==> src/rtl/mpc_qp_admm_vec_axpy.sv <==
// mpc_qp_admm_vec_axpy: in-place y += alpha*x over the ADMM temp RAM (read port 0, write port 1).
// Define MPC_ADMM_AXPY_SAT_EN to clip results and raise sat_flag; otherwise results wrap.
module mpc_qp_admm_vec_axpy #(
  parameter int DataWidth = 21,
  parameter int AddressWidth = 5,
  parameter int FracBits = 12
) (
  input  logic                    clk,
  input  logic                    reset,
  input  logic                    start,
  input  logic [AddressWidth:0]   len,
  input  logic [AddressWidth-1:0] x_base,
  input  logic [AddressWidth-1:0] y_base,
  input  logic [DataWidth-1:0]    alpha,
  output logic                    busy,
  output logic                    done,
  output logic                    sat_flag,
  output logic [AddressWidth-1:0] address0,
  output logic                    ce0,
  output logic                    we0,
  output logic [DataWidth-1:0]    d0,
  input  logic [DataWidth-1:0]    q0,
  output logic [AddressWidth-1:0] address1,
  output logic                    ce1,
  output logic                    we1,
  output logic [DataWidth-1:0]    d1,
  input  logic [DataWidth-1:0]    q1
);
  localparam int DW = DataWidth;
  localparam int AW = AddressWidth;
  localparam int PW = 2 * DataWidth;
  localparam int SW = 2 * DataWidth - FracBits + 1;
  typedef enum logic [1:0] {IDLE, RUN, DRAIN} state_t;
  state_t state, state_nx;
  logic ph, yv, wv, done_r, accept, last_rd, clip;
  logic [AW:0] cnt, len_r;
  logic [AW-1:0] xb, yb, ya, wa;
  logic signed [DW-1:0] alpha_r, xr, wd, res;
  logic signed [PW-1:0] p, pr;
  logic signed [PW-FracBits-1:0] r;
  logic signed [SW-1:0] s;
  logic unused;
  assign accept = state == IDLE && start;
  assign last_rd = state == RUN && ph && (cnt + (AW+1)'(1)) == len_r;
  always_comb begin
    state_nx = state;
    state_nx = (accept && len != '0) ? RUN :
               last_rd ? DRAIN :
               (state == DRAIN && ph) ? IDLE : state;
  end
  // q0 holds x[i] in the cycle after the x read and y[i] in the cycle after the y read
  assign p = alpha_r * xr;
  assign pr = p + (PW'(1) << (FracBits - 1));
  assign r = pr[PW-1:FracBits];
  assign s = {{(SW-DW){q0[DW-1]}}, q0} + {r[PW-FracBits-1], r};
  assign clip = !(&s[SW-1:DW-1] || !(|s[SW-1:DW-1]));
`ifdef MPC_ADMM_AXPY_SAT_EN
  logic sat_r;
  assign res = clip ? (s[SW-1] ? {1'b1, {(DW-1){1'b0}}} : {1'b0, {(DW-1){1'b1}}}) : s[DW-1:0];
  assign sat_flag = sat_r;
  assign unused = ^{pr[FracBits-1:0], q1};
  always_ff @(posedge clk)
    if (reset) sat_r <= 1'b0;
    else sat_r <= accept ? 1'b0 : (yv && clip) ? 1'b1 : sat_r;
`else
  assign res = s[DW-1:0];
  assign sat_flag = 1'b0;
  assign unused = ^{pr[FracBits-1:0], s[SW-1:DW], clip, q1};
`endif
  always_ff @(posedge clk) begin
    if (reset) begin
      state <= IDLE;
      ph <= 1'b0;
      cnt <= '0;
      yv <= 1'b0;
      wv <= 1'b0;
      done_r <= 1'b0;
    end else begin
      state <= state_nx;
      ph <= state != IDLE ? ~ph : 1'b0;
      cnt <= accept ? '0 : (state == RUN && ph) ? cnt + (AW+1)'(1) : cnt;
      yv <= state == RUN && ph;
      wv <= yv;
      done_r <= (accept && len == '0) || (state == DRAIN && ph);
    end
  end
  always_ff @(posedge clk) begin
    if (accept) begin
      len_r <= len;
      xb <= x_base;
      yb <= y_base;
      alpha_r <= alpha;
    end
    if (state == RUN && ph) begin
      xr <= q0;
      ya <= yb + cnt[AW-1:0];
    end
    if (yv) begin
      wa <= ya;
      wd <= res;
    end
  end
  assign busy = state != IDLE;
  assign done = done_r;
  assign ce0 = state == RUN;
  assign we0 = 1'b0;
  assign d0 = '0;
  assign address0 = ce0 ? (ph ? yb : xb) + cnt[AW-1:0] : '0;
  assign ce1 = wv;
  assign we1 = wv;
  assign address1 = wv ? wa : '0;
  assign d1 = wv ? wd : '0;
endmodule

==> config.mk <==
export PLATFORM = sky130hd
export DESIGN_NAME = mpc_qp_admm_vec_axpy
export DESIGN_NICKNAME = d
export VERILOG_FILES = /design/src/rtl/mpc_qp_admm_vec_axpy.sv
export SDC_FILE = /design/constraint.sdc
export NUM_CORES = 1
export LEC_CHECK = 0
export ABC_AREA = 1
export BUFFER_PORTS_ARGS = -buffer_cell sky130_fd_sc_hd__buf_2
export CORE_MARGIN = 2
export CORE_UTILIZATION = 58
export CTS_BUF_LIST = sky130_fd_sc_hd__clkbuf_16
export DETAILED_ROUTE_END_ITERATION = 10
export HOLD_SLACK_MARGIN = 0.02
export PLACE_DENSITY = 0.8
export SYNTH_ARGS = -nofsm -noshare
export SYNTH_HDL_FRONTEND = slang
export SYNTH_SLANG_ARGS = --single-unit
==> constraint.sdc <==
create_clock -name clk -period 7.56 [get_ports clk]
set_clock_uncertainty 0.2 [all_clocks]
set_input_delay 0.378 -clock clk [delete_from_list [all_inputs] [get_ports clk]]
set_output_delay 0.378 -clock clk [all_outputs]
set_load 0.01 [all_outputs]
==> impl_metrics.tcl, run 1 <==
set metrics [dict create \
    period_needed_ns 8.16 \
    maxCapViolations 0 \
    netlist.area_leader.share 0.379 \
    cts_inserted_buffers 9 \
    yosys_warnings 0 \
    cts_tree "done" \
    setup_viol 12 \
    worst_pin_slew_ns 1.20 \
    critPathArrivalTime_ns 8.09 \
    path_max_fanout 6 \
    synth_area_um2 19300 \
    hold_viol 0 \
    synthTopCellsByArea "fa_1 38%, inv_1 14%, edfxtp_1 14%" \
    drc_errors 0 \
    die_h_um 187 \
    die_area_um2 34800 \
    grt_pass1_wl_mm 89.5 \
    post-place-ws_ns -0.315 \
    clk_path_buf_depth 2 \
    post-dp-hpwl_mm 42.1 \
    antenna_found_initial 0 \
    n_fill_cell 1922 \
    synthTopCellsByCount "719 x inv_1, 609 x nand2_1, 366 x fa_1" \
    yosys.cell_count.top_type "inv_1" \
    rsz0062_at_grt "true" \
    syn_inst 2371 \
    grtUsageTotal 0.325 \
    cts_root_buffer "clkbuf_16" \
    start_util 0.591 \
    wl_per_cell_um 19.4 \
    grt_overflow 0 \
    insertion_delay_ns 0.38 \
    yosysSeqAreaShare 0.151 \
    slowest_delay_ns 0.63 \
    wl_mm 62.1 \
    drtIter0Drc 1591 \
    violations "negative setup slack" \
    slew_violations 0 \
    grt_max_degree 29 \
    hold_ws_ns 0.0451 \
    clock_sinks 101 \
    portBuffers 96 \
    grt_pass1_vias 18489 \
    core_um2 32700 \
    synthArstFlopShare 0 \
    crit_path_start_kind "flop" \
    via_count 17666 \
    relSlewSlack 0.196 \
    worst_slack_ns -0.596 \
    yosysTopAreaCell "fa_1" \
    io-pin-count 141 \
    row_count 66 \
    layout.nets 3331 \
    fin_setup_tns_ns -2.52 \
    hp-class "in -> reg" \
    critPathCaptureType "flop" \
    ctsHtreeMaxLevel 3 \
    fin_crit_sh 1.08 \
    synthToLayoutAreaGrowth_pct 28.7 \
    viasPerCell 5.52 \
    place.gp.congestion 0.964 \
    status "finished, violations left" \
    die_w_um 187 \
    dr.pass1.iters 5 \
    synth_ff_type "edfxtp_1" \
    cp_data_required_time_ns 7.49 \
    crit_path_top_delay_cell "fa_1" \
    clk_pin_slew_ns 0.10 \
    n_antenna_cell 0 \
    final_util 0.761 \
    syn_area_per_cell_um2 8.15 \
    synth_seq_cells 101 \
    ant_nets 0 \
    synth_edf_count 89 \
    layout-drive-gt1-share 0.250 \
    worstSetupPathType "reg -> reg" \
    fmax_mhz 123 \
    synth.distinct_cells 47 \
]
## registers in the layout, summed over array words and instances (netlist names), 2 cells and up
| register | count |
|---|---|
| yb | 5 |
| wa | 5 |
| xr | 21 |
| wd | 21 |
| ya | 5 |
| len_r | 6 |
| state | 2 |
| alpha_r | 21 |
| xb | 5 |
| cnt | 6 |
## layout make-up
cell class / instances / area [µm²] / area share
inverters: 724 / 2720 / 0.109
well taps: 442 / 553 / 0.0222
repair buffers: 457 / 3880 / 0.156
clock inverters: 7 / 86.3 / 0.00347
clock buffers: 9 / 225 / 0.00905
flip-flops and latches: 101 / 2910 / 0.117
multi-input cells: 1462 / 14500 / 0.583
## per-stage QoR
stage,cell area (µm²),cells
floorplan,19400,2393
global placement,22400,3098
detailed placement,22400,3098
CTS,23700,3176
global route,24900,3202
finish,24900,3202
## routing by layer
metal	GRT usage	part of all wire
met5	0	0
met4	0.174	0.075
met3	0.0559	0.095
met2	0.586	0.51
met1	0.369	0.32
## critical path, delay by kind of cell (launching register included)
| kind | cells | cell delay, ns |
|---|---|---|
| DFF | 1 | 0.54 |
| adders and majority gates | 9 | 4.44 |
| buffers and inverters | 7 | 0.74 |
| and+or+nand+nor | 12 | 1.10 |
| AOI/OAI and AO/OA | 5 | 0.71 |
| xor gates and xnor gates | 1 | 0.16 |
## placed cells by master, fill, tap and decap left out, types with 10 or more instances in the layout
cell	n
buf_4	261
a21oi_1	26
nor2_1	38
xor2_1	31
fa_2	12
nand3_1	31
clkbuf_16	11
a21oi_2	28
o21ai_0	19
nor2_2	24
nand2_4	16
conb_1	23
edfxtp_1	89
inv_1	687
buf_2	96
fa_1	354
nand2_1	556
inv_2	35
xnor2_1	11
nand4_1	10
nand2_2	40
buf_6	19
dfxtp_1	12
dlygate4sd3_1	39
ha_1	99
buf_12	35
ha_4	27
## final timing paths
kind | from | slack, ns | cells past startpoint | to
worst max-delay path | alpha_r[20]$_DFFE_PP_ | -0.60 | 34 | wd[20]$_DFFE_PP_
worst min-delay path | q0[20] | 0.05 | 1 | xr[20]$_DFFE_PP_
worst max register to register | alpha_r[20]$_DFFE_PP_ | -0.60 | 34 | wd[20]$_DFFE_PP_
worst min register to register | ya[4]$_DFFE_PP_ | 0.23 | 0 | wa[4]$_DFFE_PP_
## kinds of logic after synthesis
logic type	after synthesis	share of synthesized area
AOI/OAI and AO/OA	132	0.0393
xor gates and xnor gates	53	0.0240
adders and majority gates	494	0.462
and+or+nand+nor	760	0.157
other	1	0.000194
DFF	101	0.151
buffers and inverters	830	0.167
## repair_timing
action / CTS / global route
gates resized for setup: 100 / 224
buffers inserted: 22 / 26
cloned: 1 / 2
endpoints found under the setup margin: 15 / 16
hold endpoints to repair: 39 / 0
pin swaps: 59 / 74
hold buffers: 39 / 0
Power of run 1 is left out: the tool's default activity adds up to more than one toggle a clock period on the data nets, which glitch-free logic cannot reach.
==> run 2: changes to the inputs <==
Settings changed: RECOVER_POWER from default to 25, REMOVE_ABC_BUFFERS from default to 1.
==> run 2 against run 1 <==
The run still ends with negative setup slack left. Critical path depth is 3 higher. Clock-buffer cell count unchanged. Hold slack better by 0.023 ns. Highest routed layer unchanged.
==> impl_metrics.tcl, run 2 (same netlist as run 1, synthesis figures left out) <==
set metrics [dict create \
    layout.nets 3276 \
    io-pin-count 141 \
    portBuffers 96 \
    stdcell_count 3147 \
    grt_pass1_vias 17821 \
    core_um2 32700 \
    ctsHtreeMaxLevel 3 \
    fin_crit_sh 1.03 \
    dr.pass1.iters 5 \
    cts_root_buffer "clkbuf_16" \
    hold_viol 0 \
    insertion_delay_ns 0.35 \
    period_needed_ns 7.82 \
    mostFrequentLayoutCells "710 x inv_1, 576 x nand2_1, 358 x fa_1" \
    antenna_found_initial 0 \
    post-dp-hpwl_mm 42.4 \
    critPathCaptureType "flop" \
    grt_overflow 0 \
    path_max_fanout 5 \
    timing.rr.start "alpha_r[10]$_DFFE_PP_" \
    path_buf_inv 9 \
    final_common_cell "inv_1" \
    grtUsageTotal 0.312 \
    slew_violations 0 \
    worstSetupPathType "reg -> reg" \
    seq_area_um2 2910 \
    n_antenna_cell 0 \
    cp_common_cell "nand2_1" \
    crit_path_top_delay_cell "fa_1" \
    hp-class "in -> reg" \
    crit_path_start_kind "flop" \
    maxCapViolations 0 \
    relSlewSlack 0.218 \
    die_w_um 187 \
    multiInputGateArea_um2 14100 \
    rsz0062_at_grt "true" \
    reg2reg_setup_slack_ns -0.26 \
    cts_inserted_buffers 9 \
    layout-drive-gt1-share 0.198 \
    wl_mm 53.0 \
    hp-start "q0[20]" \
    row_count 66 \
    via_count 16271 \
    wl_per_cell_um 16.8 \
    worst_pin_slew_ns 1.17 \
    grt_max_degree 40 \
    clk_pin_slew_ns 0.07 \
    reg_top3 "alpha_r: 21 flops, wd: 21 flops, xr: 21 flops" \
    die_h_um 187 \
    cts_tree "done" \
    worst_slack_ns -0.262 \
    cp_data_required_time_ns 7.48 \
    synthToLayoutAreaGrowth_pct 23.5 \
    n_fill_cell 2348 \
    violations "negative setup slack" \
    setup.worst_path.start "alpha_r[10]$_DFFE_PP_" \
    die_area_um2 34800 \
    place.gp.congestion 0.981 \
    drtIter0Drc 1089 \
    cp_top_family "adder cells" \
    dpl.cell_count 3083 \
    grt_pass1_wl_mm 86.6 \
    critPathArrivalTime_ns 7.74 \
    start_util 0.591 \
    status "finished, violations left" \
    setup_viol 8 \
    fmax_mhz 128 \
    clock_sinks 101 \
    clk_path_buf_depth 2 \
    ant_nets 0 \
    slowest_delay_ns 0.53 \
    drc_errors 0 \
    viasPerCell 5.17 \
]
## run 2: changes by cell type in the layout (fill, tap and decap cells not counted), sizes merged
cell	delta
clkinvlp	+1
clkbuf	+23
clkinv	-3
inv	+2
buf	-73
dlygate4sd3	-5
## run 2: per-layer routing
| layer | global-route usage | wire [µm] | vias up |
|---|---|---|---|
| li1 | - | - | 7400 |
| met1 | 0.396 | 20000 | 7930 |
| met2 | 0.542 | 26400 | 765 |
| met3 | 0.0506 | 4420 | 176 |
| met4 | 0.116 | 2150 | 0 |
| met5 | 0 | 0 | - |
## run 2: what timing repair did
item / 4_1_cts / 5_1_grt
gates resized for setup: 77 / 113
pin swaps: 23 / 44
endpoints found under the hold margin: 34 / 0
buffers inserted: 8 / 5
gates cloned: 1 / 0
endpoints found under the setup margin: 13 / 15
hold buffers: 34 / 0
## run 2: worst reg2reg max path: cells and delay by family, from the launching register on
family / cells / cell delay (ns)
flip-flops: 1 / 0.45
XOR/XNOR: 1 / 0.19
AO/OA/AOI/OAI: 2 / 0.36
adder cells (fa/ha/maj): 9 / 4.09
AND/OR/NAND/NOR: 16 / 1.53
buffers and inverters: 9 / 0.72
## run 2: final timing paths
kind | end | depth (start not counted)
worst max-delay path | wd[20]$_DFFE_PP_ | 37
worst min-delay path | xr[20]$_DFFE_PP_ | 1
worst max register to register | wd[20]$_DFFE_PP_ | 37
worst min register to register | wa[4]$_DFFE_PP_ | 0
## run 2: cell type report
type / instances / share of cell area
clock buffer: 9 / 0.00944
multi-input combinational: 1462 / 0.592
tap: 442 / 0.0232
timing repair buffer: 402 / 0.137
inverter: 724 / 0.114
sequential: 101 / 0.122
clock inverter: 7 / 0.00283
## run 2: metrics by stage
stage | TNS [ns] | cell area (µm²) | worst slack (ns) | hold WS [ns] | utilization
detailed placement | -1.75 | 22300 | -0.343 | 0.208 | 0.681
global route | -4.18 | 23900 | -0.574 | 0.0726 | 0.730
CTS | -0.532 | 23400 | -0.146 | 0.0230 | 0.715
floorplan | 0 | 18900 | 0.205 | 0.200 | -
finish | -0.690 | 23900 | -0.262 | 0.0684 | 0.730
global placement | -1.06 | 22300 | -0.261 | 0.203 | 0.681
Power of run 2 is left out for the same reason.
==> run 3: changes to the inputs <==
Settings changed: ABC_AREA 1 to 0, CORE_UTILIZATION 58 to 57, PLACE_DENSITY 0.8 to 0.79.
==> run 3 against run 2 <==
Sequential share of layout area up 1.2 points. Highest routed layer unchanged. The flow still finishes with violations (negative setup slack). Global-route usage down 1.8 points. Register-to-register slack worse by 0.67 ns.
==> impl_metrics.tcl, run 3 <==
set metrics [dict create \
    period_needed_ns 8.49 \
    cts_inserted_buffers 9 \
    yosys_warnings 0 \
    clk_pin_slew_ns 0.08 \
    fmax_mhz 118 \
    place.gp.congestion 0.921 \
    final_util 0.689 \
    critPathArrivalTime_ns 8.42 \
    n_fill_cell 2061 \
    path_max_fanout 5 \
    post-place-ws_ns -0.882 \
    rsz0062_at_grt "true" \
    hold_viol 0 \
    yosysTopAreaCell "fa_1" \
    synth_edf_count 89 \
    final_common_cell "inv_1" \
    cp_common_cell "fa_1" \
    netlist.area_leader.share 0.404 \
    crit_path_start_kind "flop" \
    dr.pass1.iters 5 \
    reg_top3 "alpha_r: 21 flops, wd: 21 flops, xr: 21 flops" \
    relSlewSlack 0.138 \
    core_um2 31500 \
    seq_area_um2 2910 \
    clk_path_buf_depth 2 \
    worst_pin_slew_ns 1.29 \
    drc_errors 0 \
    grt_pass1_vias 15187 \
    mostFrequentLayoutCells "440 x inv_1, 355 x fa_1, 223 x nand2_1" \
    synth_ff_type "edfxtp_1" \
    synthToLayoutAreaGrowth_pct 19.4 \
    violations "negative setup slack" \
    die_w_um 182 \
    yosys.cell_count.top_type "inv_1" \
    cts_tree "done" \
    maxCapViolations 0 \
    synthArstFlopShare 0 \
    ant_nets 0 \
    grt_overflow 0 \
    grtUsageTotal 0.295 \
    post-dp-hpwl_mm 36.2 \
    synth_area_um2 18100 \
    worstSetupPathType "reg -> reg" \
    yosysSeqAreaShare 0.161 \
    hp-class "in -> reg" \
    slowest_delay_ns 0.53 \
    die_area_um2 33300 \
    start_util 0.577 \
    drtIter0Drc 1168 \
    wl_per_cell_um 18.8 \
    syn_inst 1865 \
    clock_sinks 101 \
    critPathCaptureType "flop" \
    row_count 65 \
    die_h_um 182 \
    synth_seq_cells 101 \
    grt_max_degree 40 \
    cp_data_required_time_ns 7.48 \
    synth.distinct_cells 57 \
    crit_path_top_delay_cell "fa_1" \
    ctsHtreeMaxLevel 3 \
    synthTopCellsByArea "fa_1 40%, edfxtp_1 15%, inv_1 9.2%" \
    viasPerCell 5.42 \
    wl_mm 48.1 \
    layout.nets 2727 \
    antenna_found_initial 0 \
    multiInputGateArea_um2 13600 \
    grt_pass1_wl_mm 76.8 \
    via_count 13877 \
    fin_crit_sh 1.12 \
    synthTopCellsByCount "444 x inv_1, 366 x fa_1, 225 x nand2_1" \
    worst_slack_ns -0.934 \
    slew_violations 0 \
    cts_root_buffer "clkbuf_16" \
    io-pin-count 141 \
    syn_area_per_cell_um2 9.73 \
    layout-drive-gt1-share 0.186 \
    insertion_delay_ns 0.37 \
    setup_viol 13 \
    portBuffers 96 \
    status "finished, violations left" \
]
[run 3: final timing paths]
check        cells after the start                    end  slack, ns             startpoint
max                             31       wd[19]$_DFFE_PP_      -0.93  alpha_r[10]$_DFFE_PP_
min                              2  state[1]$_SDFFE_PP0P_       0.11                  reset
max reg2reg                     31       wd[19]$_DFFE_PP_      -0.93  alpha_r[10]$_DFFE_PP_
min reg2reg                      0        wa[0]$_DFFE_PP_       0.22        ya[0]$_DFFE_PP_
[run 3: routing by layer]
metal | GRT usage | vias to the layer above | share of wire
met5 | 0 | - | 0
met3 | 0.0385 | 141 | 0.076
li1 | - | 6029 | -
met1 | 0.385 | 7039 | 0.38
met2 | 0.517 | 668 | 0.51
met4 | 0.0887 | 0 | 0.032
[run 3: critical path, delay by kind of cell, from the launching register on]
kind	cells	cell delay (ns)
AO/OA/AOI/OAI	7	1.36
AND/OR/NAND/NOR	6	1.20
XOR/XNOR	2	0.26
buffers and inverters	7	0.66
flip-flops	1	0.47
adder cells (fa/ha/maj)	9	4.08
[run 3: layout make-up]
class | instances | share of cell area
multi-input combinational | 1239 | 0.627
sequential | 101 | 0.134
timing repair buffer | 354 | 0.123
inverter | 446 | 0.0772
tap | 402 | 0.0232
clock buffer | 9 | 0.0104
clock inverter | 7 | 0.00456
antenna | 2 | 0.000231
[run 3: timing repair]
item | 4_1_cts | 5_1_grt
cloned | 0 | 1
gates resized for setup | 70 | 36
setup buffers | 27 | 12
setup endpoints to repair | 14 | 14
hold buffers | 43 | 0
pin swaps | 49 | 25
hold endpoints to repair | 43 | 0
[run 3: metrics by stage]
step / std cells / setup TNS [ns] / instance area (µm²) / hold slack (ns)
floorplan: 1786 / -1.38 / 17800 / 0.200
global placement: 2461 / -3.94 / 20200 / 0.201
global route: 2558 / -9.24 / 21700 / 0.102
finish: 2560 / -6.94 / 21700 / 0.113
detailed placement: 2461 / -5.95 / 20200 / 0.205
CTS: 2545 / -3.50 / 21400 / 0.0269
[run 3: logic make-up after synthesis]
logic type | after synthesis | share of synthesized area
compound gates | 99 | 0.0385
xor+xnor | 84 | 0.0405
fa+ha+maj | 494 | 0.492
buf+inv | 547 | 0.118
flops | 101 | 0.161
mux | 5 | 0.00303
other cells | 1 | 0.000207
simple gates | 534 | 0.147
Power of run 3 is left out for the same reason.
